## config.mk

```make
export PLATFORM = sky130hd
export DESIGN_NAME = fetch_unit
export DESIGN_NICKNAME = d
export VERILOG_FILES = /design/src/rtl/cpu_pkg.sv /design/src/rtl/fetch_fifo.sv /design/src/rtl/fetch_unit.sv
export SDC_FILE = /design/constraint.sdc
export NUM_CORES = 1
export LEC_CHECK = 0
export BUFFER_PORTS_ARGS = -buffer_cell sky130_fd_sc_hd__buf_2
export CAP_MARGIN = 5
export CELL_PAD_IN_SITES_DETAIL_PLACEMENT = 0
export CELL_PAD_IN_SITES_GLOBAL_PLACEMENT = 1
export CORE_MARGIN = 2
export CORE_UTILIZATION = 40
export DETAILED_ROUTE_END_ITERATION = 10
export HOLD_SLACK_MARGIN = 0.1
export PLACE_DENSITY_LB_ADDON = 0.2
export RECOVER_POWER = 25
export SLEW_MARGIN = 20
export SYNTH_ARGS = -nofsm -noshare
export SYNTH_HDL_FRONTEND = slang
export SYNTH_HIERARCHICAL = 1
export SYNTH_SLANG_ARGS = --single-unit
```

## constraint.sdc

```tcl
create_clock -name clk -period 8.6 [get_ports clk]
set_input_delay 1.72 -clock clk [delete_from_list [all_inputs] [get_ports clk]]
set_output_delay 1.72 -clock clk [all_outputs]
set_load 0.02 [all_outputs]
```

## src/rtl/cpu_pkg.sv

```systemverilog
// Shared definitions for the CPU front end: opcode classes, instruction field
// positions, reset PC default and the fetch buffer entry layout.
package cpu_pkg;

    localparam int PC_W = 32;
    localparam logic [PC_W-1:0] RESET_PC_DEFAULT = 32'h0000_0000;

    localparam logic [1:0] OP_CODE_DP  = 2'b00;
    localparam logic [1:0] OP_CODE_MEM = 2'b01;
    localparam logic [1:0] OP_CODE_B   = 2'b10;

    localparam int COND_MSB  = 31;
    localparam int COND_LSB  = 28;
    localparam int OP_MSB    = 27;
    localparam int OP_LSB    = 26;
    localparam int FUNCT_MSB = 25;
    localparam int FUNCT_LSB = 20;
    localparam int RD_MSB    = 15;
    localparam int RD_LSB    = 12;

    typedef struct packed {
        logic [31:0]     instr;
        logic [PC_W-1:0] pc;
    } fetch_entry_t;

endpackage

```

## src/rtl/fetch_fifo.sv

```systemverilog
// Purpose: generic synchronous FIFO with a flush that overrides same-cycle push/pop.
// Latency: a pushed entry is visible at the head the cycle after the push.
// Backpressure: none internally; the owner must not push when full or pop when empty.
module fetch_fifo #(
    parameter int W     = 32,
    parameter int DEPTH = 2
) (
    input  logic                     clk,
    input  logic                     rst_n,
    input  logic                     flush,
    input  logic                     push,
    input  logic [W-1:0]             push_dat,
    input  logic                     pop,
    output logic [W-1:0]             head_dat,
    output logic                     empty,
    output logic [$clog2(DEPTH):0]   count
);
    localparam int AW = $clog2(DEPTH);
    localparam int CW = AW + 1;

    logic [W-1:0]  mem [DEPTH];
    logic [AW-1:0] wr_ptr;
    logic [AW-1:0] rd_ptr;

    always_ff @(posedge clk or negedge rst_n) begin
        if (!rst_n) begin
            wr_ptr <= '0;
            rd_ptr <= '0;
            count  <= '0;
        end else if (flush) begin
            wr_ptr <= '0;
            rd_ptr <= '0;
            count  <= '0;
        end else begin
            if (push) wr_ptr <= wr_ptr + AW'(1);
            if (pop)  rd_ptr <= rd_ptr + AW'(1);
            count <= count + CW'(push) - CW'(pop);
        end
    end

    // Storage needs no reset: readers qualify the head with empty.
    always_ff @(posedge clk) begin
        if (push && !flush) mem[wr_ptr] <= push_dat;
    end

    assign head_dat = mem[rd_ptr];
    assign empty    = (count == '0);

endmodule

```

## src/rtl/fetch_unit.sv

```systemverilog
// Purpose: PC owner and in-order instruction fetcher feeding decode, with redirect flush.
// Latency: response in cycle N is offered to decode in N+1; 2 cycles + memory latency minimum.
// Backpressure: requests stop when inflight + buffered reaches DEPTH; decode stalls via instr_ready.
module fetch_unit
    import cpu_pkg::*;
#(
    parameter int                ADDR_W   = 32,
    parameter logic [ADDR_W-1:0] RESET_PC = ADDR_W'(RESET_PC_DEFAULT),
    parameter int                DEPTH    = 2
) (
    input  logic              clk,
    input  logic              rst_n,
    output logic              imem_req_valid,
    input  logic              imem_req_ready,
    output logic [ADDR_W-1:0] imem_req_addr,
    input  logic              imem_rsp_valid,
    input  logic [31:0]       imem_rsp_data,
    input  logic              redirect,
    input  logic [ADDR_W-1:0] redirect_pc,
    output logic              instr_valid,
    input  logic              instr_ready,
    output logic [31:0]       instr,
    output logic [ADDR_W-1:0] instr_pc,
    output logic [ADDR_W-1:0] instr_pc_plus8,
    output logic [3:0]        cond,
    output logic [1:0]        op,
    output logic [5:0]        funct,
    output logic [3:0]        rd
);
    localparam int CW = $clog2(DEPTH) + 1;

    logic              run;
    logic [ADDR_W-1:0] fetch_pc;
    logic [CW-1:0]     inflight;
    logic [CW-1:0]     drop;
    logic [CW-1:0]     buf_count;
    logic              buf_empty;
    logic              tag_empty;
    logic [ADDR_W-1:0] tag_head;
    fetch_entry_t      buf_head;
    fetch_entry_t      buf_push;
    logic              req_fire;
    logic              rsp_take;
    logic              rsp_keep;
    logic              pop;
    logic              unused_pc_lsbs;

    assign unused_pc_lsbs = ^redirect_pc[1:0];

    // Buffered words and words still in flight share the same DEPTH credits.
    assign imem_req_valid = run && !redirect && ((inflight + buf_count) < CW'(DEPTH));
    assign imem_req_addr  = fetch_pc;
    assign req_fire       = imem_req_valid && imem_req_ready;
    assign rsp_take       = imem_rsp_valid && !tag_empty;
    assign rsp_keep       = rsp_take && (drop == '0);
    assign pop            = instr_valid && instr_ready;
    assign buf_push.instr = imem_rsp_data;
    assign buf_push.pc    = PC_W'(tag_head);

    // The tag queue is never flushed: dropped responses still pop it.
    fetch_fifo #(.W(ADDR_W), .DEPTH(DEPTH)) u_tag_q (
        .clk      (clk),
        .rst_n    (rst_n),
        .flush    (1'b0),
        .push     (req_fire),
        .push_dat (fetch_pc),
        .pop      (rsp_take),
        .head_dat (tag_head),
        .empty    (tag_empty),
        .count    (inflight)
    );

    fetch_fifo #(.W($bits(fetch_entry_t)), .DEPTH(DEPTH)) u_instr_buf (
        .clk      (clk),
        .rst_n    (rst_n),
        .flush    (redirect),
        .push     (rsp_keep),
        .push_dat (buf_push),
        .pop      (pop),
        .head_dat (buf_head),
        .empty    (buf_empty),
        .count    (buf_count)
    );

    always_ff @(posedge clk or negedge rst_n) begin
        if (!rst_n) begin
            run      <= 1'b0;
            fetch_pc <= RESET_PC;
            drop     <= '0;
        end else begin
            run <= 1'b1;
            if (redirect) begin
                fetch_pc <= {redirect_pc[ADDR_W-1:2], 2'b00};
                drop     <= inflight - CW'(rsp_take);
            end else begin
                if (req_fire) fetch_pc <= fetch_pc + ADDR_W'(4);
                if (rsp_take && (drop != '0)) drop <= drop - CW'(1);
            end
        end
    end

    assign instr_valid    = !buf_empty;
    assign instr          = buf_empty ? '0 : buf_head.instr;
    assign instr_pc       = buf_empty ? '0 : ADDR_W'(buf_head.pc);
    assign instr_pc_plus8 = buf_empty ? '0 : instr_pc + ADDR_W'(8);
    assign cond           = instr[COND_MSB:COND_LSB];
    assign op             = instr[OP_MSB:OP_LSB];
    assign funct          = instr[FUNCT_MSB:FUNCT_LSB];
    assign rd             = instr[RD_MSB:RD_LSB];

endmodule
```

==> out/summary.log <==
INFO  run_status     outcome=finished, violations left
INFO  run_status     failed_checks=capacitance limit, slew limit
INFO  sta            finClkSkew=0.0148ns
INFO  die            floorplan.die.width=170µm
INFO  finish         final_nets=1060
INFO  clock_tree     cts_root_buf=clkbuf_16
INFO  setup_path     critical_path_class=reg2out
INFO  clock_tree     tritoncts=done
INFO  setup_path     cp-start-kind=flop
INFO  clock_tree     cts_num_sinks=233
INFO  synth          yosysTopAreaCell=edfxtp_1
INFO  synth          synth.avg_cell_area=14.2µm²
INFO  global_route   grt_pass1_wl=35.5mm
INFO  setup_path     worst_ep_required=6.88ns
INFO  sta            relSlewSlack=-0.561
INFO  die            area_enclosed_by_the_die_boundary=29000µm²
INFO  sta            final_hold_violating_endpoints=0
INFO  finish         drive_above_1_share=0.353
INFO  synth          synth_sequential_area_ratio=0.615
INFO  sta            timing.final.max_slew_violations=42
INFO  finish         area_growth=18.3%
INFO  synth          synth.top_cell.area_share=0.522
INFO  pwr            pwr_density_cell=290nW/µm²
INFO  routing        top_layer=met4
INFO  routing        drt-total-wl=22.6mm
INFO  sta            hold_worst_slack=0.554ns
INFO  die            fp.coreArea=27000µm²
INFO  clock_tree     post-cts-setup-buffer-count=0
INFO  routing        antenna_violating_nets_post_route=0
INFO  die            io_pins=216
INFO  synth          syn-instance-count=778
INFO  routing        detailed_routing_iterations_pass_1=4
INFO  synth          synth_async_sr_flop_share=0.176
INFO  sta            finalWorstPathRequiredPeriod=5.90ns
INFO  synth          postSynthRegisterBits=233
INFO  sta            final_period_utilization=0.686
INFO  setup_path     ff2ff_setup_slack=6.06ns
INFO  pwr            leakage_power=5.09nW
INFO  routing        sum_of_routed_wire_segments_on_met1=10.6mm
INFO  setup_path     timing.critical_path.fanout_max=38
INFO  job            cap_violations=1
INFO  placement      dpl-instance-area=12300µm²
INFO  routing        vias_per_cell=4.92
INFO  synth          synth.cells.most_frequent=edfxtp_1 (192), mux2_4 (79), nor2b_1 (66)
INFO  die            die_height=170µm
INFO  pwr            power.total=3.80mW
INFO  setup_path     timing.rr.start=u_instr_buf/count[1]
INFO  min_path       whs_endpoint=u_instr_buf/mem[1][2]
INFO  min_path       timing.hold.worst.class=reg2reg
INFO  synth          synth.area.top_cells=edfxtp_1 (52%), mux2_4 (11%), dfrtp_1 (9.3%), nor2b_1 (3.7%), mux2_2 (2.0%)
INFO  synth          synth_cell_types=53
INFO  min_path       holdCritStartpoint=u_tag_q/mem[1][2]
INFO  clock_tree     tritoncts.num_buffers=26
INFO  synth          number_of_enable_flip_flop_cells_after_synthesis=192
INFO  routing        drc=0
INFO  finish         layout.cells.non_filler=1341
INFO  placement      place.detailed.instances=1295
INFO  sta            tns=0ns
INFO  routing        met3_wirelength=1.40mm
INFO  routing        wl_met2=10.3mm
INFO  finish         fill_cells=2478
INFO  placement      place_worst_setup_slack=3.15ns
INFO  global_route   first_global_vias=6644
INFO  synth          mappedNetlistArea=11100µm²
INFO  sta            timing_worst_slew_pin_value=2.34ns
INFO  sta            worst_slack=2.70ns
INFO  setup_path     timing.rr.end=u_tag_q/mem[0][22]
INFO  clock_tree     ctsLongestPathBuffers=3
INFO  placement      gp_routability_congestion=0.757
INFO  global_route   congestion_overflow_gr=0
INFO  clock_tree     cts.hold.buffers_added=0
INFO  clock_tree     clk_latency=0.53ns
INFO  routing        routedWlPerCell=16.9µm
INFO  synth          synth_ff_type=edfxtp_1
INFO  finish         stdcell_area=13100µm²
INFO  placement      port_buffers=211
INFO  clock_tree     clock_tree.htree_level_count=1
INFO  routing        vias=6604
INFO  min_path       holdPathStages=1
INFO  die            starting_density_of_the_core=0.409
INFO  setup_path     worstSetupEndpointType=output port
INFO  routing        detail_route.iter0.violations=349
INFO  setup_path     r2r_worst_path_depth=5
INFO  finish         antenna-diode-count=0
INFO  sta            max_freq=169MHz
INFO  sta            setup_viol=0
INFO  global_route   grt_start_max_net_pins=65
INFO  global_route   number_of_antenna_violations_at_the_first_check_in_global_routing=0
INFO  synth          yosysMostFrequentCell=edfxtp_1
INFO  synth          synthesis.yosys.warnings=6
INFO  placement      dp_hpwl=15.7mm
INFO  sta            grt_setup_unrepaired=no
INFO  setup_path     endpoint_arrival_time_on_the_critical_path=4.18ns
INFO  finish         final_util=0.484
INFO  die            floorplan.rows=60
INFO  pwr            irDropWorstVdd=0.119mV
INFO  clock_tree     cts.clk_slew.worst_paths=0.06ns
INFO  global_route   global_route.usage.total=0.155
INFO  clock_tree     post_cts_resized=0
[routing by layer]
metal / vias up / global-route usage
li1: 3208 / -
met1: 3177 / 0.211
met2: 197 / 0.255
met3: 22 / 0.0305
met4: 0 / 0.0412
met5: - / 0
[logic make-up after synthesis]
family,after synthesis,share of synthesized area
XOR/XNOR,50,0.0435
flip-flops,233,0.615
AND/OR/NAND/NOR,250,0.126
AO/OA/AOI/OAI,64,0.0366
multiplexers,100,0.129
other,2,0.000680
buffers and inverters,71,0.0408
adder cells (fa/ha/maj),8,0.00906
[sequential cells by signal, indices dropped and copies added (netlist names)]
register            flops
u_instr_buf/mem       128
drop                    2
imem_req_addr          30
u_tag_q/rd_ptr          1
u_tag_q/wr_ptr          1
u_instr_buf/rd_ptr      1
u_instr_buf/wr_ptr      1
u_instr_buf/count       2
u_tag_q/mem            64
run                     1
u_tag_q/count           2
[power by group]
part / internal [mW] / switching [mW] / total, mW
clock network: 0.634 / 0.422 / 1.06
registers: 1.33 / 0.109 / 1.44
logic: 0.529 / 0.768 / 1.30
total: 2.50 / 1.30 / 3.80
[how the worst max path moves through the flow]
| stage | startpoint | endpoint | slack (ns) | cells past startpoint |
|---|---|---|---|---|
| 6_report | u_instr_buf/rd_ptr | instr_pc_plus8[27] | 2.70 | 10 |
| 5_1_grt | u_instr_buf/rd_ptr | instr_pc_plus8[27] | 2.40 | 10 |
| 4_1_cts | u_instr_buf/rd_ptr | instr_pc_plus8[27] | 2.59 | 10 |
| 3_5_place_dp | u_instr_buf/rd_ptr | instr_pc_plus8[27] | 3.15 | 10 |
| 3_3_place_gp | u_instr_buf/rd_ptr | instr_pc_plus8[31] | 3.18 | 10 |
| 2_1_floorplan | imem_rsp_valid | u_instr_buf/mem[0][0] | 1.09 | 3 |
[layout make-up]
type | count | area, µm² | share of cell area
timing repair buffer | 219 | 1090 | 0.0836
sequential | 233 | 6800 | 0.520
inverter | 17 | 63.8 | 0.00488
multi-input combinational | 485 | 3870 | 0.296
clock buffer | 36 | 708 | 0.0542
clock inverter | 10 | 116 | 0.00890
tap | 341 | 427 | 0.0326
[layout by cell type (no fill, tap or decap), types with 10 or more instances in the layout]
cell type | synthesis | final
nand2_1 | 43 | 43
buf_2 | 3 | 193
and3_1 | 10 | 10
xor2_1 | 21 | 21
inv_1 | 17 | 17
nor2b_1 | 66 | 66
o21ai_0 | 33 | 33
clkbuf_1 | 17 | 26
nand3_1 | 19 | 19
nor2_1 | 40 | 39
nor3_1 | 10 | 10
xnor2_1 | 25 | 25
conb_1 | 2 | 13
dfrtp_1 | 41 | 39
nand4_1 | 12 | 12
edfxtp_1 | 192 | 192
mux2_4 | 79 | 79
clkbuf_16 | 0 | 26
mux2_2 | 20 | 20
[critical path, cell delays in order, from the launching register on]
cell and delay (ns):
dfrtp_4 0.75, buf_4 0.63, mux2_4 0.29, nor2b_1 0.19, ha_1 0.23, nand2_1 0.14, nor3_4 0.37, nand2_1 0.18
or4_1 0.50, a21oi_1 0.14, buf_2 0.20
Power figures use the tool's default switching activity.
